$ cat config.mk
export PLATFORM = sky130hd
export DESIGN_NAME = imem_fetch_sequencer
export DESIGN_NICKNAME = d
export VERILOG_FILES = /design/src/rtl/imem_fetch_sequencer.sv
export SDC_FILE = /design/constraint.sdc
export NUM_CORES = 1
export LEC_CHECK = 0
export CAP_MARGIN = 40
export CORE_ASPECT_RATIO = 0.6
export CORE_MARGIN = 2
export CORE_UTILIZATION = 43
export DETAILED_ROUTE_END_ITERATION = 16
export PLACE_DENSITY = 0.85
export REMOVE_ABC_BUFFERS = 1
export SYNTH_ARGS = -nofsm -noshare
export SYNTH_HDL_FRONTEND = slang
export SYNTH_SLANG_ARGS = --single-unit
$ cat constraint.sdc
create_clock -name clock -period 3.2 [get_ports clock]
set_input_delay 0.64 -clock clock [delete_from_list [all_inputs] [get_ports clock]]
set_output_delay 0.64 -clock clock [all_outputs]
set_load 0.03 [all_outputs]
$ cat src/rtl/imem_fetch_sequencer.sv
// Instruction-memory fetch sequencer: owns the memory address port, steps the PC,
// registers instructions for decode, and lends the read port to debug when idle.
module imem_fetch_sequencer #(
  parameter int ADDR_W     = 10,
  parameter int DATA_W     = 32,
  parameter int PROG0_BASE = 0,
  parameter int PROG1_BASE = 10,
  parameter int PROG2_BASE = 21,
  parameter int PROG3_BASE = 0,
  parameter int MAX_ADDR   = 80
) (
  input  logic              clock,
  input  logic              reset,
  input  logic              start,
  input  logic [1:0]        prog_sel,
  input  logic              stall,
  input  logic              redirect_valid,
  input  logic [ADDR_W-1:0] redirect_addr,
  input  logic              halt_req,
  output logic [ADDR_W-1:0] mem_address,
  input  logic [DATA_W-1:0] mem_rdata,
  output logic [DATA_W-1:0] instr_out,
  output logic [ADDR_W-1:0] pc_out,
  output logic              instr_valid,
  output logic              busy,
  output logic              fault,
  input  logic              dbg_req,
  input  logic [ADDR_W-1:0] dbg_addr,
  output logic              dbg_gnt,
  output logic [DATA_W-1:0] dbg_rdata
);

  localparam logic [1:0] ST_IDLE   = 2'd0;
  localparam logic [1:0] ST_RUN    = 2'd1;
  localparam logic [1:0] ST_HALTED = 2'd2;

  // A full address space lets pc+1 wrap instead of faulting.
  localparam bit WRAP_OK = (MAX_ADDR == (2 ** ADDR_W) - 1);

  logic [1:0]        state;
  logic [ADDR_W-1:0] pc;
  logic [ADDR_W-1:0] base;
  logic [ADDR_W-1:0] next_pc;
  logic [ADDR_W:0]   seq_ext;
  logic              run;
  logic              range_bad;

  assign run = (state == ST_RUN);
  assign busy = run;

  always_comb begin
    base = ADDR_W'(PROG0_BASE);
    case (prog_sel)
      2'd1:    base = ADDR_W'(PROG1_BASE);
      2'd2:    base = ADDR_W'(PROG2_BASE);
      2'd3:    base = ADDR_W'(PROG3_BASE);
      default: base = ADDR_W'(PROG0_BASE);
    endcase
  end

  assign seq_ext   = {1'b0, pc} + (ADDR_W+1)'(1);
  assign next_pc   = redirect_valid ? redirect_addr : seq_ext[ADDR_W-1:0];
  assign range_bad = redirect_valid ? (redirect_addr > ADDR_W'(MAX_ADDR))
                                    : (!WRAP_OK && (seq_ext > (ADDR_W+1)'(MAX_ADDR)));

  // start takes precedence over a debug request so the first fetch sees the base PC.
  assign dbg_gnt     = dbg_req && !run && !start;
  assign mem_address = dbg_gnt ? dbg_addr : pc;
  assign dbg_rdata   = dbg_gnt ? mem_rdata : '0;

  always_ff @(posedge clock or posedge reset) begin
    if (reset) begin
      state       <= ST_IDLE;
      pc          <= '0;
      instr_out   <= '0;
      pc_out      <= '0;
      instr_valid <= 1'b0;
      fault       <= 1'b0;
    end else begin
      case (state)
        ST_RUN: begin
          if (halt_req) begin
            state       <= ST_HALTED;
            instr_valid <= 1'b0;
          end else if (!stall) begin
            // Word fetched alongside a redirect is wrong-path: load it but mark invalid.
            instr_out   <= mem_rdata;
            pc_out      <= pc;
            instr_valid <= !redirect_valid;
            if (range_bad) begin
              fault <= 1'b1;
              state <= ST_HALTED;
            end else begin
              pc <= next_pc;
            end
          end
        end
        default: begin
          instr_valid <= 1'b0;
          if (start) begin
            pc    <= base;
            fault <= 1'b0;
            state <= ST_RUN;
          end
        end
      endcase
    end
  end

endmodule

; Word-level counts from Yosys, hierarchy flattened
; Cells that the tools add are included.
[op_classes]
mux = 23
bitwise = 2
n_reduce_logical = 10
order_cmp = 2
addsub = 1
n_eq_ne = 9
[ops]
columns = cell, count
row1 = $mux 10, 7
row2 = $mux 32, 1
row3 = $add 10x1->11 const B, 1
row4 = $gt 11x7->1 const B, 1
row5 = $gt 10x7->1 const B, 1
row6 = $mux 2, 5
row7 = $pmux 5 s2, 1
row8 = $mux 1, 9
row9 = $reduce_and 4->1, 2
row10 = $ne 2x2->1 const B, 3
row11 = $reduce_and 3->1, 2
row12 = $eq 2x1->1 const B, 2
row13 = $logic_not 1->1, 3
row14 = $ne 3x2->1 const B, 1
row15 = $ne 3x3->1 const B, 1
row16 = $eq 2x2->1 const B, 1
row17 = $logic_and 1x1->1, 2
row18 = $ne 2x1->1 const B, 1
row19 = $not 1->1, 2
row20 = $reduce_bool 2->1, 1
[word_totals]
ff_bits = 56
out_inout_bits = 88
in_bits = 61
word_cells = 53

; Longest topological paths before layout
; Gate-level depths: netlist of the first run.
[depth]
word_depth = 7
depth_mapped = 8
mapped_depth_nobuf = 7

; Least setup slack after synthesis of the first run
; No wires, ideal clock.
[synth_timing]
path_type = flip-flop to output port
start = register state[0]
end = output port dbg_rdata[22]
n_path_buf = 1
path_stages_with_launch = 6
path_slack_ns = 0.663
arrival_ns = 1.897
t_required_ns = 2.560
path_cell_list = dfrtp_1 nand2_1 inv_1 nor3b_2 clkbuf_1 and2_1
[synth_between]
elab_chain_cells = 5
[synth_lines]
columns = item, line
row1 = "start, declared", 40  ; logic [1:0] state;
row2 = "start signal, assigned", 73  ; state <= ST_IDLE;
row3 = "start signal, assigned", 83  ; state <= ST_HALTED;
row4 = "start signal, assigned", 92  ; state <= ST_HALTED;
row5 = $eq 2x1->1, 48  ; assign run = (state == ST_RUN);
row6 = net busy, 25  ; output logic busy,
row7 = $logic_not 1->1, 67  ; assign dbg_gnt = dbg_req && !run && !start;
row8 = $logic_and 1x1->1 (2 in series), 67
row9 = net dbg_gnt, 29  ; output logic dbg_gnt,
row10 = $mux 32, 69  ; assign dbg_rdata = dbg_gnt ? mem_rdata : '0;
row11 = "end, declared", 30  ; output logic [DATA_W-1:0] dbg_rdata
; The timed path passes the listed nets, and every way through them passes these cells.

; Worst setup path in the final report of the first run
[layout_timing]
start = input port start
end = output port mem_address[6]
[layout_between]
elab_chain_cells = 3
[layout_lines]
columns = item, line
row1 = "start, declared", 14  ; input logic start,
row2 = $logic_not 1->1, 67
row3 = $logic_and 1x1->1, 67
row4 = $mux 10, 68  ; assign mem_address = dbg_gnt ? dbg_addr : pc;
row5 = "end, declared", 20  ; output logic [ADDR_W-1:0] mem_address,
; No other way between the ends.

==> metrics list, run 1 <==
- The run finished with clean final reports.
- Summed over all layers, the routed wires come to 8.26 mm.
- Total vias in the final route: 2,804
* Global-route wire length before repair: 13.0 mm
* Number of warnings reported in the yosys synthesis log: 0
* Endpoints failing setup: 0
- Once the floorplan was initialized, standard cells occupied 44.4% of the core.
* Top FF cell, synth: sky130_fd_sc_hd__dfrtp_1
* CORE AREA: 6650 um^2
* Proportion of synthesized area in mux cells: 6.70%
* Critical path arrival: 2.50 ns
* Pwr dens: 860 nW/um^2
* Clock H-tree levels: 2
* Die span in y: 68.2 um
- Buffers from clock root to sink, at most: 2
- Via-to-Cell Ratio: 4.94
- # IOs: 149
- In the final timing run, aggregate negative setup slack is 0 ns.
- End of the worst hold path: instr_out[14]
* Number of antenna violations at the first check in global routing: 0
- Number of design rule violations left after detail routing: 0
* Share of the synthesized netlist area taken by xor and xnor gates: 0.891%
- Final weighted congestion of routability-driven global placement: 0.819
- Before antenna repair, the detailed router went through 4 iterations.
- Global routing used 21.7% of the available tracks across all layers.
- Grt ovf: 0
- The number of gates resized after CTS was 0.
* Share of synthesized cell area in and, or, nand and nor gates: 31.4%
* Critical path type: primary input to output pin
- The startpoint identified for the worst register-to-register timing path is pc[0].
- Hold path depth: 2
- Non-Filler Instances: 568
- The synthesized netlist devotes 8.40% of its cell area to compound gates.
- The tool flagged a number of max-cap violations equal to 0.
- Required time at the worst-slack endpoint: 2.56 ns
- CTS Hold Bufs: 0
- Post-synth ARST share: 100%
- Number of buffers added on ports: 148
* Post-synthesis sequential area ratio: 47.5%
* Die ar.: 7560 um^2
* Fin nets: 543
- Max transition margin: 63.0%
- Worst-Margin Slew: 0.554 ns
- FF-to-FF path depth: 7
- Post-CTS clock slew at the launch and capture registers of the worst setup and hold paths: 0.06 ns
- In this run the horizontal extent of the chip is 111 um.
- Number of sinks handled by clock tree synthesis: 56
- STA classifies the critical path startpoint as a primary input.
- Area growth from synthesis to final layout: 56.6%
- The via count of the first global-routing pass is 2,625.
- Clock skew after layout: 0.00262 ns
* Worst hold path class: register to register
* Leakage: 0.00224 uW
- Highest net fanout along the worst path: 3
- After synthesis, the netlist uses 49 different library cells.
- Master cell of the clock root buffer: sky130_fd_sc_hd__clkbuf_16
* Reg-to-reg critical path endpoint: pc[3]
- Post-Synthesis Cells: 337
- Number of enable flip-flop cells after synthesis: 0
* Hold path start: instr_out[14]
- Post-CTS timing repair inserted 0 buffers for setup.
- After legalization and detailed placement, the total HPWL measured 6.39 mm.
* CTS tree: yes
- Maximum ir drop on the vdd rail: 490 uV
* Placed cell count: 560
* Drt initial violations: 169
- Mean area per synthesized cell: 8.75 um^2
- Routed WL per cell: 14.5 um
- In the finished design, the share of the clock period the worst path needs comes to 98.1%.
* Count of pins over their slew limit: 0
- Minimum setup slack among reg-to-reg paths: 0.72 ns
- Antenna Cells: 0
* Count of final hold-check violations: 0
* Register bit total from synthesis: 56
- Final Core Density: 69.5%
- Summing the areas of all fa, ha and maj instances in the mapped netlist gives 0.848% of the synthesized area.
* Filler cells: 550
* Combinational family with the most area after synthesis: simple AND/OR/NAND/NOR gates
- The post-route netlist has 15.8% of its cells at a drive strength greater than 1.
- The completed layout was analyzed and its total power is 3970 uW.
- Tracing the worst setup path back leads to its startpoint at start.
- Final Critical Period: 3.14 ns
- CP Capture Type: output pin
- Pin count of the biggest net entering global routing: 45
- For this run, the top clock speed supported by timing is 0.319 GHz.
- RSZ-0062 raised after global routing: false
- Summing every instance area after synthesis gives 2950 um^2.
- Number of buffers created by CTS: 5
* Clock Latency Late Sink: 0.29 ns
* Number of placement rows: 23
- The count of nets left with antenna violations once routing finished came out at 0.
-- worst max-delay path, stage by stage --
cell	delay, ns
sky130_fd_sc_hd__clkdlybuf4s50_1	0.46
sky130_fd_sc_hd__nor3b_4	0.27
sky130_fd_sc_hd__buf_4	0.18
sky130_fd_sc_hd__mux2_2	0.34
sky130_fd_sc_hd__clkdlybuf4s50_1	0.60
-- cells by family after synthesis --
group | after synthesis
compound gates | 33
xor+xnor | 3
fa+ha+maj | 2
buf+inv | 26
flops | 56
mux | 16
simple gates | 201
-- cell usage after synthesis (all sizes together), types with 3 or more instances --
library cell	number	area share (%)
nand3	5	0.85
dfrtp	56	47
mux2	15	6.4
a21oi	9	1.5
nand2	134	17
nor2	5	0.64
buf	5	1.6
o21ai	7	1.6
nor2b	3	0.64
and2	35	7.4
clkbuf	17	2.2
nor3	4	0.68
and3	3	0.64
inv	4	0.51
-- final cells by class --
cell class | instances | area [um^2] | area share, %
clock inverters | 2 | 35.0 | 0.758
repair buffers | 158 | 1500 | 32.4
flip-flops and latches | 56 | 1400 | 30.3
inverters | 4 | 15.0 | 0.325
multi-input cells | 255 | 1440 | 31.1
well taps | 87 | 109 | 2.36
clock buffers | 6 | 129 | 2.79
-- worst max-delay path by stage --
stage          depth (start not counted)        endpoint  slack [ns]
2_1_floorplan                          4           pc[1]       -1.08
3_3_place_gp                           5  mem_address[4]         0.1
5_1_grt                                5  mem_address[0]        0.01
3_5_place_dp                           5  mem_address[6]        0.05
4_1_cts                                5  mem_address[6]        0.04
6_report                               5  mem_address[6]        0.06
-- power breakdown --
part | internal (uW) | switching [uW] | leakage, uW
Clock | 368 | 228 | 0.0000808
Combinational | 919 | 1240 | 0.00144
Sequential | 989 | 226 | 0.000716
-- flip-flops by register name, summed over array words and instances, names as in the netlist --
register     cells
fault            1
instr_out       32
instr_valid      1
pc              10
pc_out          10
state            2
-- routing by layer --
metal  global-route usage [%]  routed length [um]  up-vias
met4                     3.13                  34        0
met1                     28.5                3630     1301
met3                     7.09                 821        4
met2                     36.5                3780      116
li1                         -                   -     1383
met5                        0                   0        -
-- placed cells by master (no fill, tap or decap), types with 5 or more instances in the layout --
master | Yosys | layout
sky130_fd_sc_hd__nand2_1 | 133 | 133
sky130_fd_sc_hd__clkdlybuf4s50_1 | 0 | 114
sky130_fd_sc_hd__dfrtp_1 | 56 | 56
sky130_fd_sc_hd__buf_4 | 1 | 42
sky130_fd_sc_hd__and2_1 | 35 | 35
sky130_fd_sc_hd__mux2_2 | 10 | 10
sky130_fd_sc_hd__a21oi_1 | 9 | 9
sky130_fd_sc_hd__o21ai_0 | 6 | 6
sky130_fd_sc_hd__nand3_1 | 5 | 5
sky130_fd_sc_hd__nor2_1 | 5 | 5
sky130_fd_sc_hd__mux2_4 | 5 | 5
sky130_fd_sc_hd__clkbuf_16 | 0 | 5
-- metrics by stage --
step / hold WS, ns / area (um^2) / setup WS, ns
after floorplan: 0.472 / 2840 / -1.08
after global placement: 0.456 / 4460 / 0.0957
after detailed placement: 0.462 / 4460 / 0.0484
after CTS: 0.478 / 4620 / 0.0420
after global routing: 0.499 / 4620 / 0.0143
final: 0.475 / 4620 / 0.0620
No activity file was read; power rests on OpenSTA's default activity.
==> run 2: changes to the inputs <==
--- a/config.mk
+++ b/config.mk
@@ -12,6 +12,7 @@
 export DETAILED_ROUTE_END_ITERATION = 16
 export PLACE_DENSITY = 0.85
 export REMOVE_ABC_BUFFERS = 1
+export SKIP_CTS_REPAIR_TIMING = 1
 export SYNTH_ARGS = -nofsm -noshare
 export SYNTH_HDL_FRONTEND = slang
 export SYNTH_SLANG_ARGS = --single-unit
==> results of run 2 <==
No change in the layout: final DEF, timing and power equal those of run 1.
==> run 3: changes to the inputs <==
--- a/config.mk
+++ b/config.mk
@@ -7,12 +7,14 @@
 export LEC_CHECK = 0
 export CAP_MARGIN = 40
 export CORE_ASPECT_RATIO = 0.6
-export CORE_MARGIN = 2
-export CORE_UTILIZATION = 43
+export CORE_MARGIN = 4
+export CORE_UTILIZATION = 45
+export CTS_BUF_LIST = sky130_fd_sc_hd__clkbuf_4 sky130_fd_sc_hd__clkbuf_8
 export DETAILED_ROUTE_END_ITERATION = 16
-export PLACE_DENSITY = 0.85
+export PLACE_DENSITY = 0.89
 export REMOVE_ABC_BUFFERS = 1
 export SKIP_CTS_REPAIR_TIMING = 1
 export SYNTH_ARGS = -nofsm -noshare
 export SYNTH_HDL_FRONTEND = slang
 export SYNTH_SLANG_ARGS = --single-unit
+export TNS_END_PERCENT = 5
==> run 3 against run 2 <==
Effect of this change: sequential power hardly changed; non-clock buffer count is 1 higher; fmax is 0.17% higher; final cell count is 0.35% lower; register-to-register slack worse by 0.05 ns; wire length is 2.3% higher; highest routed layer unchanged.
==> metrics list, run 3 (synthesis gave the netlist of run 1 again) <==
- The number of remaining DRC errors was 0 (unchanged).
- The final standard cell count with taps included and fillers excluded came to 566 (was 568).
* Total Routing Usage GR: 20.9% (was 21.7%)
- The share of cells above drive strength 1 was 16.0% (was 15.8%).
* CTS tree: yes (unchanged)
* Highest net fanout along the worst path: 20 (was 3)
- Critical path buffer and inverter count: 3 (unchanged)
- The worst setup slack after layout came to 0.0674 ns (was 0.0620 ns).
* Placed cell count: 558 (was 560)
- The count of cells along the worst register-to-register path was 7 (unchanged).
- Worst hold path class: register to register (unchanged)
- Post-route fraction of the period consumed by the critical path: 97.9% (was 98.1%)
- Number of placement rows: 22 (was 23)
- Die span in y: 70.7 um (was 68.2 um)
- The number of clock sinks seen by CTS was 56 (unchanged).
* Final standard cell area without fillers: 4590 um^2 (was 4620 um^2)
- The most frequent standard cell in the layout excluding fill and tap cells is sky130_fd_sc_hd__nand2_1 (unchanged).
* Worst-Margin Slew: 0.480 ns (was 0.554 ns)
- Buffers from clock root to sink, at most: 2 (unchanged)
* Total of max-cap violations: 0 (unchanged)
- The count of cells along the worst hold path came to 2 (unchanged).
- The pin count of the biggest net entering global routing is 45 (unchanged).
* Antenna Cells: 0 (unchanged)
- Final weighted congestion of routability-driven global placement: 0.840 (was 0.819)
* Chain of cells forming the critical path: clkdlybuf4s50_1 > nor3b_4 > buf_12 > mux2_2 > clkdlybuf4s50_1 (was clkdlybuf4s50_1 > nor3b_4 > buf_4 > mux2_2 > clkdlybuf4s50_1)
- The wire length of the first global-routing pass came to 13.7 mm (was 13.0 mm).
* Router iterations before antenna repair: 4 (unchanged)
* Total vias in the final route: 2,834 (was 2,804)
- The area of placed instances was 4450 um^2 (was 4460 um^2).
- The clock tree root driver cell was sky130_fd_sc_hd__clkbuf_8 (was sky130_fd_sc_hd__clkbuf_16).
- The cell depth of the worst setup path came to 5 (unchanged).
- Initial standard-cell utilization of the core: 47.4% (was 44.4%)
- The number of violations reported at the end of detailed-routing iteration 0 came to 164 (was 169).
- The via count of the first global-routing pass is 2,744 (was 2,625).
- The number of antenna violations at the first check in global routing came to 0 (unchanged).
* Worst Setup Slack post-DPL: 0.0288 ns (was 0.0484 ns)
- Fin nets: 544 (was 543)
* Count of pins over their slew limit: 0 (unchanged)
- Register with the highest flop count: instr_out (unchanged)
- Post-DP HPWL: 6.52 mm (was 6.39 mm)
* Clock H-tree levels: 2 (unchanged)
* Maximum ir drop on the vdd rail: 459 uV (was 490 uV)
- The flip-flop count of the largest register, all copies and words added is 32 (unchanged).
- The cell class contributing the biggest share of worst-path delay is buffers and inverters (unchanged).
- The total die area was 7960 um^2 (was 7560 um^2).
- Count of final hold-check violations: 0 (unchanged)
* Critical Path Start Type: primary input (unchanged)
- Final Critical Period: 3.13 ns (was 3.14 ns)
- Critical-path top delay cell: sky130_fd_sc_hd__clkdlybuf4s50_1 (unchanged)
- The worst clock skew on the final layout is 0.00755 ns (was 0.00262 ns).
- Slowest Stage Delay on Critical Path: 0.59 ns (was 0.60 ns)
- Leakage: 0.00231 uW (was 0.00224 uW)
- RSZ-0062 raised after global routing: false (unchanged)
- The critical path class was primary input to output pin (unchanged).
- The top-level port count came to 149 (unchanged).
- CORE AREA: 6220 um^2 (was 6650 um^2)
- Wire length after detailed routing: 8.45 mm (was 8.26 mm)
- Endpoints failing setup: 0 (unchanged)
- Number of buffers added on ports: 148 (unchanged)
* Minimum setup slack among reg-to-reg paths: 0.67 ns (was 0.72 ns)
* Die width: 113 um (was 111 um)
- The maximum clock frequency came to 0.319 GHz (about the same).
- The layout-stage area growth over the synthesis result came to 55.5% (was 56.6%).
- The average wire per cell in the routed design was 14.9 um (was 14.5 um).
* Required time at the worst-slack endpoint: 2.56 ns (about the same)
* Via-to-Cell Ratio: 5.01 (was 4.94)
* Most frequent cells in the layout: sky130_fd_sc_hd__nand2_1 (133), sky130_fd_sc_hd__clkdlybuf4s50_1 (109), sky130_fd_sc_hd__dfrtp_1 (56) (was sky130_fd_sc_hd__nand2_1 (133), sky130_fd_sc_hd__clkdlybuf4s50_1 (114), sky130_fd_sc_hd__dfrtp_1 (56))
- Pwr dens: 839 nW/um^2 (was 860 nW/um^2)
* Critical path arrival: 2.49 ns (was 2.50 ns)
- The headroom to the max-slew limit was 67.7% (was 63.0%).
* CP Capture Type: output pin (unchanged)
- Clock Latency Late Sink: 0.30 ns (was 0.29 ns)
* Remaining antenna violation count after routing: 0 (unchanged)
- Grt ovf: 0 (unchanged)
* Top flop regs: instr_out: 32 flops, pc: 10 flops, pc_out: 10 flops (unchanged)
- Result of the run: finished clean (unchanged).
- The final sum of negative setup slack was 0 ns (unchanged).
- Post-CTS clock slew at the launch and capture registers of the worst setup and hold paths: 0.10 ns (was 0.06 ns)
- The dominant cell type by count on the critical path is sky130_fd_sc_hd__clkdlybuf4s50_1 (unchanged).
- Number of buffers created by CTS: 5 (unchanged)
==> run 3: cell types whose count changed in the layout (fill, tap and decap cells not counted), sizes merged <==
cell,delta
dlymetal6s2s,+6
clkdlybuf4s50,-5
==> run 3: through the flow <==
| step | power [uW] | utilization, % | hold slack [ns] |
|---|---|---|---|
| after floorplan | 2430 | - | 0.472 |
| after global placement | 3350 | 71.5 | 0.456 |
| after detailed placement | 3400 | 71.5 | 0.461 |
| after CTS | 3890 | 73.5 | 0.486 |
| after global routing | 4090 | 73.7 | 0.509 |
| final | 3850 | 73.7 | 0.481 |
==> run 3: worst paths after layout <==
kind	startpoint	endpoint
max in group asynchronous	reset	fault
setup reg to reg	pc[0]	pc[6]
min in group asynchronous	reset	instr_out[13]
hold reg to reg	instr_out[20]	instr_out[20]
setup / recovery	start	mem_address[2]
hold / removal	instr_out[20]	instr_out[20]
==> run 3: final cells by class <==
| type | count | area (um^2) |
|---|---|---|
| timing repair buffer | 159 | 1510 |
| fill | 455 | 1630 |
| clock inverter | 2 | 38.8 |
| clock buffer | 6 | 82.6 |
| sequential | 56 | 1400 |
| tap | 84 | 105 |
| inverter | 4 | 15.0 |
| multi-input combinational | 255 | 1440 |
==> run 3: tightest hold or removal path, cell delays in order (launching register included) <==
cell                      delay [ns]
sky130_fd_sc_hd__dfrtp_1        0.35
sky130_fd_sc_hd__nand2_1        0.05
sky130_fd_sc_hd__nand2_1        0.05
==> run 3: layer usage <==
layer  share of wire [%]  global-route usage (%)  up-vias
met5                   0                       0        -
met4                0.24                    2.67        0
met3                  10                    7.18        2
met2                  46                    33.3      122
met1                  44                    28.7     1326
li1                    -                       -     1384
==> run 3: power breakdown <==
group / internal (uW) / total, uW / switching [uW]
logic: 913 / 2150 / 1240
clock network: 256 / 480 / 224
registers: 987 / 1220 / 229
total: 2160 / 3850 / 1690
